<file path="src/rtl/score_pkg.sv">
// score_pkg: shared types and constants for the tank-game scoreboard.
package score_pkg;

    localparam int SCORE_W = 6;
    localparam logic [SCORE_W-1:0] SCORE_MAX = 6'd63;

    typedef enum logic [1:0] {PLAY, ROUND_END, GAME_OVER} state_t;

    localparam logic [1:0] WINNER_NONE = 2'b00;
    localparam logic [1:0] WINNER_P1   = 2'b01;
    localparam logic [1:0] WINNER_P2   = 2'b10;
    localparam logic [1:0] WINNER_DRAW = 2'b11;

    function automatic logic [SCORE_W-1:0] sat_inc(input logic [SCORE_W-1:0] s);
        return (s == SCORE_MAX) ? s : s + 1'b1;
    endfunction

endpackage

</file>
<file path="src/rtl/frame_timer.sv">
// frame_timer: loadable down-counter stepped by frame pulses; holds at zero.
module frame_timer #(
    parameter int W = 7
) (
    input  logic         clk_i,
    input  logic         rst_i,
    input  logic         load_i,
    input  logic [W-1:0] load_val_i,
    input  logic         dec_i,
    output logic         zero_o
);

    logic [W-1:0] cnt_q, cnt_d;

    always_comb begin
        cnt_d = load_i ? load_val_i : (dec_i && cnt_q != '0) ? cnt_q - 1'b1 : cnt_q;
    end

    always_ff @(posedge clk_i or posedge rst_i) begin
        if (rst_i) cnt_q <= '0;
        else       cnt_q <= cnt_d;
    end

    assign zero_o = (cnt_q == '0);

endmodule

</file>
<file path="src/rtl/score_keeper.sv">
// score_keeper: two-player scoreboard and play/pause/game-over sequencer.
// Optional winner-digit flashing is built when SCORE_FLASH_EN is defined.
module score_keeper
    import score_pkg::*;
#(
    parameter int WIN_SCORE          = 10,
    parameter int ROUND_PAUSE_FRAMES = 120
) (
    input  logic               clk_i,
    input  logic               rst_i,
    input  logic               frame_i,
    input  logic               point_p1_i,
    input  logic               point_p2_i,
    input  logic               new_game_i,
    output logic [SCORE_W-1:0] score_player_1_o,
    output logic [SCORE_W-1:0] score_player_2_o,
    output logic               freeze_o,
    output logic               round_over_o,
    output logic [1:0]         winner_o,
    output logic               score_blank_o
);

    localparam int TW = $clog2(ROUND_PAUSE_FRAMES + 1);
    localparam logic [TW-1:0] PAUSE_LD = TW'(ROUND_PAUSE_FRAMES - 1);
    localparam logic [SCORE_W-1:0] WIN = SCORE_W'(WIN_SCORE);

    if (WIN_SCORE < 1 || WIN_SCORE > 63) begin : g_bad_win
        $fatal(1, "score_keeper: WIN_SCORE must be in 1..63");
    end
    if (ROUND_PAUSE_FRAMES < 1) begin : g_bad_pause
        $fatal(1, "score_keeper: ROUND_PAUSE_FRAMES must be >= 1");
    end

    state_t             state_q, state_d;
    logic [SCORE_W-1:0] s1_q, s1_d, s2_q, s2_d;
    logic               pend1_q, pend1_d, pend2_q, pend2_d;
    logic [1:0]         winner_q, winner_d;
    logic               freeze_q, round_over_q;
    logic               hit1, hit2;
    logic               tmr_load, tmr_dec, tmr_zero;
    logic [TW-1:0]      tmr_val;

    frame_timer #(.W(TW)) u_timer (
        .clk_i      (clk_i),
        .rst_i      (rst_i),
        .load_i     (tmr_load),
        .load_val_i (tmr_val),
        .dec_i      (tmr_dec),
        .zero_o     (tmr_zero)
    );

    // Point pulses landing on the frame cycle itself still count this frame.
    assign hit1 = pend1_q | point_p1_i;
    assign hit2 = pend2_q | point_p2_i;

    always_comb begin
        state_d  = state_q;
        s1_d     = s1_q;
        s2_d     = s2_q;
        pend1_d  = pend1_q;
        pend2_d  = pend2_q;
        winner_d = winner_q;
        tmr_load = 1'b0;
        tmr_dec  = 1'b0;
        tmr_val  = PAUSE_LD;
        if (new_game_i) begin
            state_d  = PLAY;
            s1_d     = '0;
            s2_d     = '0;
            pend1_d  = 1'b0;
            pend2_d  = 1'b0;
            winner_d = WINNER_NONE;
            tmr_load = 1'b1;
            tmr_val  = '0;
        end else if (state_q == PLAY) begin
            pend1_d = frame_i ? 1'b0 : hit1;
            pend2_d = frame_i ? 1'b0 : hit2;
            if (frame_i && (hit1 || hit2)) begin
                s1_d = hit1 ? sat_inc(s1_q) : s1_q;
                s2_d = hit2 ? sat_inc(s2_q) : s2_q;
                if (s1_d >= WIN || s2_d >= WIN) begin
                    state_d  = GAME_OVER;
                    winner_d = {s2_d >= WIN, s1_d >= WIN};
                end else begin
                    state_d  = ROUND_END;
                    tmr_load = 1'b1;
                end
            end
        end else if (state_q == ROUND_END && frame_i) begin
            state_d = tmr_zero ? PLAY : ROUND_END;
            tmr_dec = !tmr_zero;
        end
    end

    always_ff @(posedge clk_i or posedge rst_i) begin
        if (rst_i) begin
            state_q      <= PLAY;
            s1_q         <= '0;
            s2_q         <= '0;
            pend1_q      <= 1'b0;
            pend2_q      <= 1'b0;
            winner_q     <= WINNER_NONE;
            freeze_q     <= 1'b0;
            round_over_q <= 1'b0;
        end else begin
            state_q      <= state_d;
            s1_q         <= s1_d;
            s2_q         <= s2_d;
            pend1_q      <= pend1_d;
            pend2_q      <= pend2_d;
            winner_q     <= winner_d;
            freeze_q     <= (state_d != PLAY);
            round_over_q <= (state_d == ROUND_END);
        end
    end

`ifdef SCORE_FLASH_EN
    logic [3:0] flash_cnt_q;
    logic       blank_q;

    always_ff @(posedge clk_i or posedge rst_i) begin
        if (rst_i) begin
            flash_cnt_q <= '0;
            blank_q     <= 1'b0;
        end else if (new_game_i) begin
            flash_cnt_q <= '0;
            blank_q     <= 1'b0;
        end else if (state_q != GAME_OVER && state_d == GAME_OVER) begin
            flash_cnt_q <= '0;
            blank_q     <= 1'b1;
        end else if (state_q == GAME_OVER && frame_i) begin
            flash_cnt_q <= flash_cnt_q + 1'b1;
            blank_q     <= (flash_cnt_q == 4'hF) ? ~blank_q : blank_q;
        end
    end

    assign score_blank_o = blank_q;
`else
    assign score_blank_o = 1'b0;
`endif

    assign score_player_1_o = s1_q;
    assign score_player_2_o = s2_q;
    assign freeze_o         = freeze_q;
    assign round_over_o     = round_over_q;
    assign winner_o         = winner_q;

endmodule

</file>
<file path="config.mk">
export PLATFORM = sky130hd
export DESIGN_NAME = score_keeper
export DESIGN_NICKNAME = d
export VERILOG_FILES = /design/src/rtl/score_pkg.sv /design/src/rtl/frame_timer.sv /design/src/rtl/score_keeper.sv
export SDC_FILE = /design/constraint.sdc
export NUM_CORES = 1
export LEC_CHECK = 0
export BUFFER_PORTS_ARGS = -buffer_cell sky130_fd_sc_hd__buf_2
export CAP_MARGIN = 15
export CORE_MARGIN = 2
export CORE_UTILIZATION = 58
export DETAILED_ROUTE_END_ITERATION = 10
export GPL_ROUTABILITY_DRIVEN = 0
export GPL_TIMING_DRIVEN = 1
export PLACE_DENSITY = 0.92
export SLEW_MARGIN = 20
export SYNTH_ARGS = -nofsm -noshare
export SYNTH_HDL_FRONTEND = slang
export SYNTH_HIERARCHICAL = 1
export SYNTH_SLANG_ARGS = --single-unit
</file>
<file path="constraint.sdc">
create_clock -name clk_i -period 7.95 [get_ports clk_i]
set_input_delay 0.3975 -clock clk_i [delete_from_list [all_inputs] [get_ports clk_i]]
set_output_delay 0.3975 -clock clk_i [all_outputs]
set_load 0.05 [all_outputs]
</file>
# Word level (Yosys, flattened, before mapping)
# Cells that the tools add are included.
# totals
ff_bits	27
input_bits	6
out_inout_bits	17
# classes
addsub	3
n_lt_le_gt_ge	2
eq_ne	4
muxes	36
bitwise_logic	2
reduce_logical	16
# op_table
op	n
2-to-1 mux 6 bit	10
2-to-1 mux 7 bit	3
2-to-1 mux 2 bit	9
2-to-1 mux 1 bit	14
adder 6 x 1 -> 6 bit, second input constant	2
equality test 6 bit, second input constant	2
greater-or-equal comparator 6 x 4 -> 1 bit, second input constant	2
nonzero test 2 bit	5
logical NOT 7 bit	1
nonzero test 7 bit	1
subtractor 7 x 1 -> 7 bit, second input constant	1
equality test 2 x 1 -> 1 bit, second input constant	2
logical AND 1 bit	3
AND reduction 3 bit	1
logical NOT 2 bit	1
logical OR 1 bit	2
OR 1 bit	2
AND reduction 2 bit	1
logical NOT 1 bit	1

# Longest topological paths before layout
# depth
depth_word	10
ltp_mapped	12
depth_no_buf	10

# Cells and area by module
# Netlist, hierarchy kept.
# modules_own_cells
mod	n_inst	cells_each	area_per_inst_um2
score_keeper	1	149	1305.0
frame_timer	1	52	500.5

# Least setup slack after synthesis
# Ideal clock, no wire load.
# synth_timing
path_kind	register to register
start	reg s2_q[1] (netlist: score_player_2_o[1])
end	reg u_timer.cnt_q[0]
setup_time_ns	0.127
arrival_time_ns	2.853
t_required_ns	7.823
setup_slack_ns	4.970
stages_incl_launch_ff	13
cell_sequence	dfrtp_1 -> ha_1 -> buf_4 -> nand2_2 -> o31a_1 -> o22ai_1 -> nand3_1 -> or3b_4 -> o21ai_1 -> clkbuf_1 -> nor3b_1 -> a21oi_1 -> nand3b_1
# synth_via
elab_chain_cells	10
# synth_lines
item	line_no	text
from (decl)	score_keeper.sv:35	logic [SCORE_W-1:0] s1_q, s1_d, s2_q, s2_d;
from (signal assigned)	score_keeper.sv:99	s2_q <= '0;
from (signal assigned)	score_keeper.sv:108	s2_q <= s2_d;
adder 6 x 1 -> 6 bit / equality test 6 bit (equally long branches)	score_pkg.sv:15	return (s == SCORE_MAX) ? s : s + 1'b1;
2-to-1 mux 6 bit	score_pkg.sv:15	
2-to-1 mux 6 bit *	score_keeper.sv:80	s2_d = hit2 ? sat_inc(s2_q) : s2_q;
greater-or-equal comparator 6 x 4 -> 1 bit *	score_keeper.sv:81	if (s1_d >= WIN || s2_d >= WIN) begin
logical OR 1 bit *	score_keeper.sv:81	
2-to-1 mux 1 bit *	score_keeper.sv:81	
2-to-1 mux 1 bit *	score_keeper.sv:78	if (frame_i && (hit1 || hit2)) begin
2-to-1 mux 1 bit *	score_keeper.sv:75	end else if (state_q == PLAY) begin
2-to-1 mux 1 bit *	score_keeper.sv:66	if (new_game_i) begin
net tmr_load	score_keeper.sv:40	logic tmr_load, tmr_dec, tmr_zero;
2-to-1 mux 7 bit / nonzero test 2 bit (equally long branches)	--	
to (signal assigned)	frame_timer.sv:21	else cnt_q <= cnt_d;
to (decl)	frame_timer.sv:13	logic [W-1:0] cnt_q, cnt_d;
# Mark *: on every way through the listed nets, which the timed path passes. The rest lies on a longest branch.
# A chain may end at the register's enable or synchronous reset.

# Worst setup path in the final report
# layout_timing
start	reg s2_q[1] (netlist: score_player_2_o[1])
end	reg u_timer.cnt_q[5]
# The elaborated chain is that of the path after synthesis.

==> flow_metrics.py <==
metrics = {
    "setup_path": {
        "rrSetupSlack_ns": 4.53,
        "cp_cell_sequence": "ha_1, nand2_2, o31a_1, o22ai_1, nand3_1, or3b_4, o21ai_1, inv_1, o211a_1, a221o_1",
        "cpPeakStageDelay_ns": 0.64,
        "worstRegToRegCells": 10,
        "critPathLaunchType": "register",
        "crit_slowest_cell": "o21ai_1",
        "r2r-end": "u_timer/cnt_q[5]$_DFFE_PP0P_",
        "critPathKind": "register to register",
        "crit_start": "score_player_2_o[1]$_DFFE_PP0P_",
        "end_kind": "register",
        "crit_fanout": 13,
        "r2r_start": "score_player_2_o[1]$_DFFE_PP0P_",
        "arrival_ns": 3.65,
        "cp.required_ns": 8.18,
    },
    "logic_synthesis": {
        "synth_top_family_by_area": "compound AO/OA/AOI/OAI gates",
        "synthArstFlopShare": 1.00,
        "synthMuxAreaShare": 0.0111,
        "syn_area_um2": 1810,
        "synth-simple-area-share": 0.245,
        "syn-mean-instance-area_um2": 8.98,
        "ys_ff_latch": 27,
        "synth_edf_count": 0,
        "synth_top_area_share": 0.374,
        "yosys.area.top_type": "dfrtp_1",
        "synthCells": 201,
        "ys_seq_area_frac": 0.374,
        "synth_fa_ha_area_frac": 0.0277,
        "yosysUniqueCellTypes": 63,
        "yosys_warnings": 6,
        "ys.flop_type": "dfrtp_1",
        "synth_area_leaders": "dfrtp_1 (37%), a21oi_1 (5.5%), nor3_1 (3.6%)",
        "synth-compound-area-share": 0.272,
        "synthXorXnorAreaFrac": 0.0194,
    },
    "cells_and_area": {
        "area_delta_synth_final_pct": 7.90,
        "fin_util": 0.649,
        "diodes": 0,
        "drive_gt1_frac": 0.164,
        "finalNetCount": 231,
    },
    "grt": {
        "grt_start_max_net_pins": 22,
        "antenna_found_initial": 0,
        "grt-ovfl-total": 0,
        "track_usage": 0.241,
        "grt_pass1_vias": 1469,
        "grt_pass1_wl_um": 6650,
    },
    "drt": {
        "dr.pass1.iters": 4,
        "num_vias": 1644,
        "viasPerCell": 6.50,
        "drt-initial-drc-count": 89,
        "avgRoutedWirePerCell_um": 15.3,
        "wl_um": 3880,
        "drtAntennaViolNets": 0,
        "post-route-drc-count": 0,
    },
    "clocking": {
        "cts_inserted_buffers": 3,
        "clk_pin_slew_ns": 0.15,
        "clk_latency_ns": 0.33,
        "cts-resized-gates": 0,
        "cts_tree": "yes",
        "cts_setup_buffers": 0,
        "cts.path.max_buffers": 2,
        "cts.sinks": 27,
        "clock-root-buffer": "clkbuf_4",
        "cts_max_level": 1,
    },
    "sta": {
        "slew_headroom": 0.461,
        "finalSetupTns_ns": 0,
        "finalSetupViolations": 0,
        "hold_violations": 0,
        "tightestPinTransition_ns": 0.803,
        "fin_crit_sh": 0.430,
        "rsz0062_at_grt": "no",
        "fin_skew_ns": 0.00463,
        "fin_crit_ns": 3.42,
        "max_freq_mhz": 293,
        "setup_ws_ns": 4.53,
        "slew_violations": 0,
    },
    "floorplanning": {
        "fp.dieArea_um2": 3580,
        "fp.dieW_um": 59.8,
        "core_um2": 3000,
        "pin_count": 23,
        "rows": 20,
        "die_h_um": 59.8,
        "initial_core_util": 0.601,
    },
    "pwr": {
        "ir_drop_mv": 0.106,
        "p_per_area_nw_per_um2": 146,
        "p_leak_nw": 0.830,
    },
    "status": {
        "status": "finished, final reports clean",
    },
    "run": {
        "drv_cap": 0,
    },
    "placement": {
        "dpl.hpwl_um": 2770,
        "dp_slack_ns": 4.62,
        "numPortBuffers": 21,
    },
    "worst_hold_path": {
        "hp-class": "primary input to register",
        "hp-start": "point_p2_i",
        "whs_endpoint": "pend2_q$_DFFE_PP0P_",
        "hold_depth": 3,
    },
}
==> cells by family after synthesis <==
group           Yosys count
mux                       2
compound gates           66
simple gates             79
buf+inv                  18
fa+ha+maj                 4
other cells               1
xor+xnor                  4
flops                    27
==> report_power, final <==
part           switching [W]  leakage [nW]  internal, W
sequential         0.0000133         0.355     0.000146
clock              0.0000417        0.0150    0.0000197
combinational      0.0000433         0.460    0.0000209
total              0.0000983         0.830     0.000187
==> how the worst max path moves through the flow <==
stage / slack, ns / end / depth (start not counted)
floorplan: 4.97 / u_timer/cnt_q[0]$_DFFE_PP0P_ / 12
global placement: 4.74 / u_timer/cnt_q[5]$_DFFE_PP0P_ / 10
detailed placement: 4.62 / u_timer/cnt_q[5]$_DFFE_PP0P_ / 10
CTS: 4.59 / u_timer/cnt_q[5]$_DFFE_PP0P_ / 10
global route: 4.29 / u_timer/cnt_q[6]$_DFFE_PP0P_ / 10
finish: 4.53 / u_timer/cnt_q[5]$_DFFE_PP0P_ / 10
==> layout by cell type, fill, tap and decap left out, types with 4 or more instances in the layout <==
cell,synthesis,routed
nor3_1,13,13
ha_1,4,4
inv_1,10,10
o21ai_0,4,4
nand3_1,5,5
nand2_1,16,16
buf_2,1,21
nor2_1,16,16
a21oi_1,20,20
dfrtp_1,27,27
nor2b_1,4,4
o21ai_1,5,5
==> worst max-delay path, delay by kind of cell, from the launching register on <==
| kind | cells | cell delay [ns] |
|---|---|---|
| adders and majority gates | 1 | 0.38 |
| DFF | 1 | 0.51 |
| buffers and inverters | 1 | 0.29 |
| and+or+nand+nor | 3 | 0.63 |
| AOI/OAI and AO/OA | 5 | 1.49 |
==> synth_stat cells, types with 2 or more instances <==
master and count:
a211o_1 3, a211oi_1 3, a21oi_1 20, a221o_1 2, a22o_1 2, a2bb2oi_1 2, a311oi_1 2, a31oi_1 2
and2_1 2, buf_4 3, clkbuf_1 3, dfrtp_1 27, ha_1 4, inv_1 10, mux2i_1 2, nand2_1 16
nand3_1 5, nand3b_1 3, nand4_1 2, nor2_1 16, nor2b_1 4, nor3_1 13, nor3b_1 2, nor4_1 3
o21ai_0 4, o21ai_1 5, o22ai_1 2, o31ai_1 2, xnor2_1 3
==> per-stage QoR <==
| stage | instances | hold WS (ns) | total power, W | area, um^2 |
|---|---|---|---|---|
| after CTS | 253 | 0.395 | 0.000287 | 1940 |
| final | 253 | 0.406 | 0.000285 | 1950 |
| after detailed placement | 248 | 0.360 | 0.000225 | 1910 |
| after global placement | 248 | 0.357 | 0.000223 | 1910 |
| after global routing | 253 | 0.437 | 0.000302 | 1950 |
| after floorplan | 202 | 0.201 | 0.000209 | 1810 |
==> state kept, by name, summed over array words and instances (netlist names) <==
register          count
winner_o              2
freeze_o              1
score_player_2_o      6
pend1_q               1
u_timer/cnt_q         7
score_player_1_o      6
state_q               2
pend2_q               1
round_over_o          1
==> routing by layer <==
| metal | GRT usage | share of wire | vias up |
|---|---|---|---|
| met5 | 0 | 0 | - |
| met4 | 0.0825 | 0.012 | 0 |
| met3 | 0.0260 | 0.049 | 5 |
| met2 | 0.359 | 0.46 | 52 |
| met1 | 0.362 | 0.48 | 796 |
| li1 | - | - | 791 |
==> layout make-up <==
| class | count | area, um^2 |
|---|---|---|
| Timing Repair Buffer | 22 | 115 |
| Sequential cell | 27 | 676 |
| Tap cell | 33 | 41.3 |
| Clock buffer | 4 | 26.3 |
| Multi-Input combinational cell | 157 | 1050 |
| Inverter | 10 | 37.5 |
| Fill cell | 238 | 1050 |
==> repair_timing <==
item | in CTS | in global routing
hold buffers | 1 | 0
hold endpoints to repair | 7 | 0
setup endpoints to repair | 0 | 0
Power figures use the tool's default switching activity.
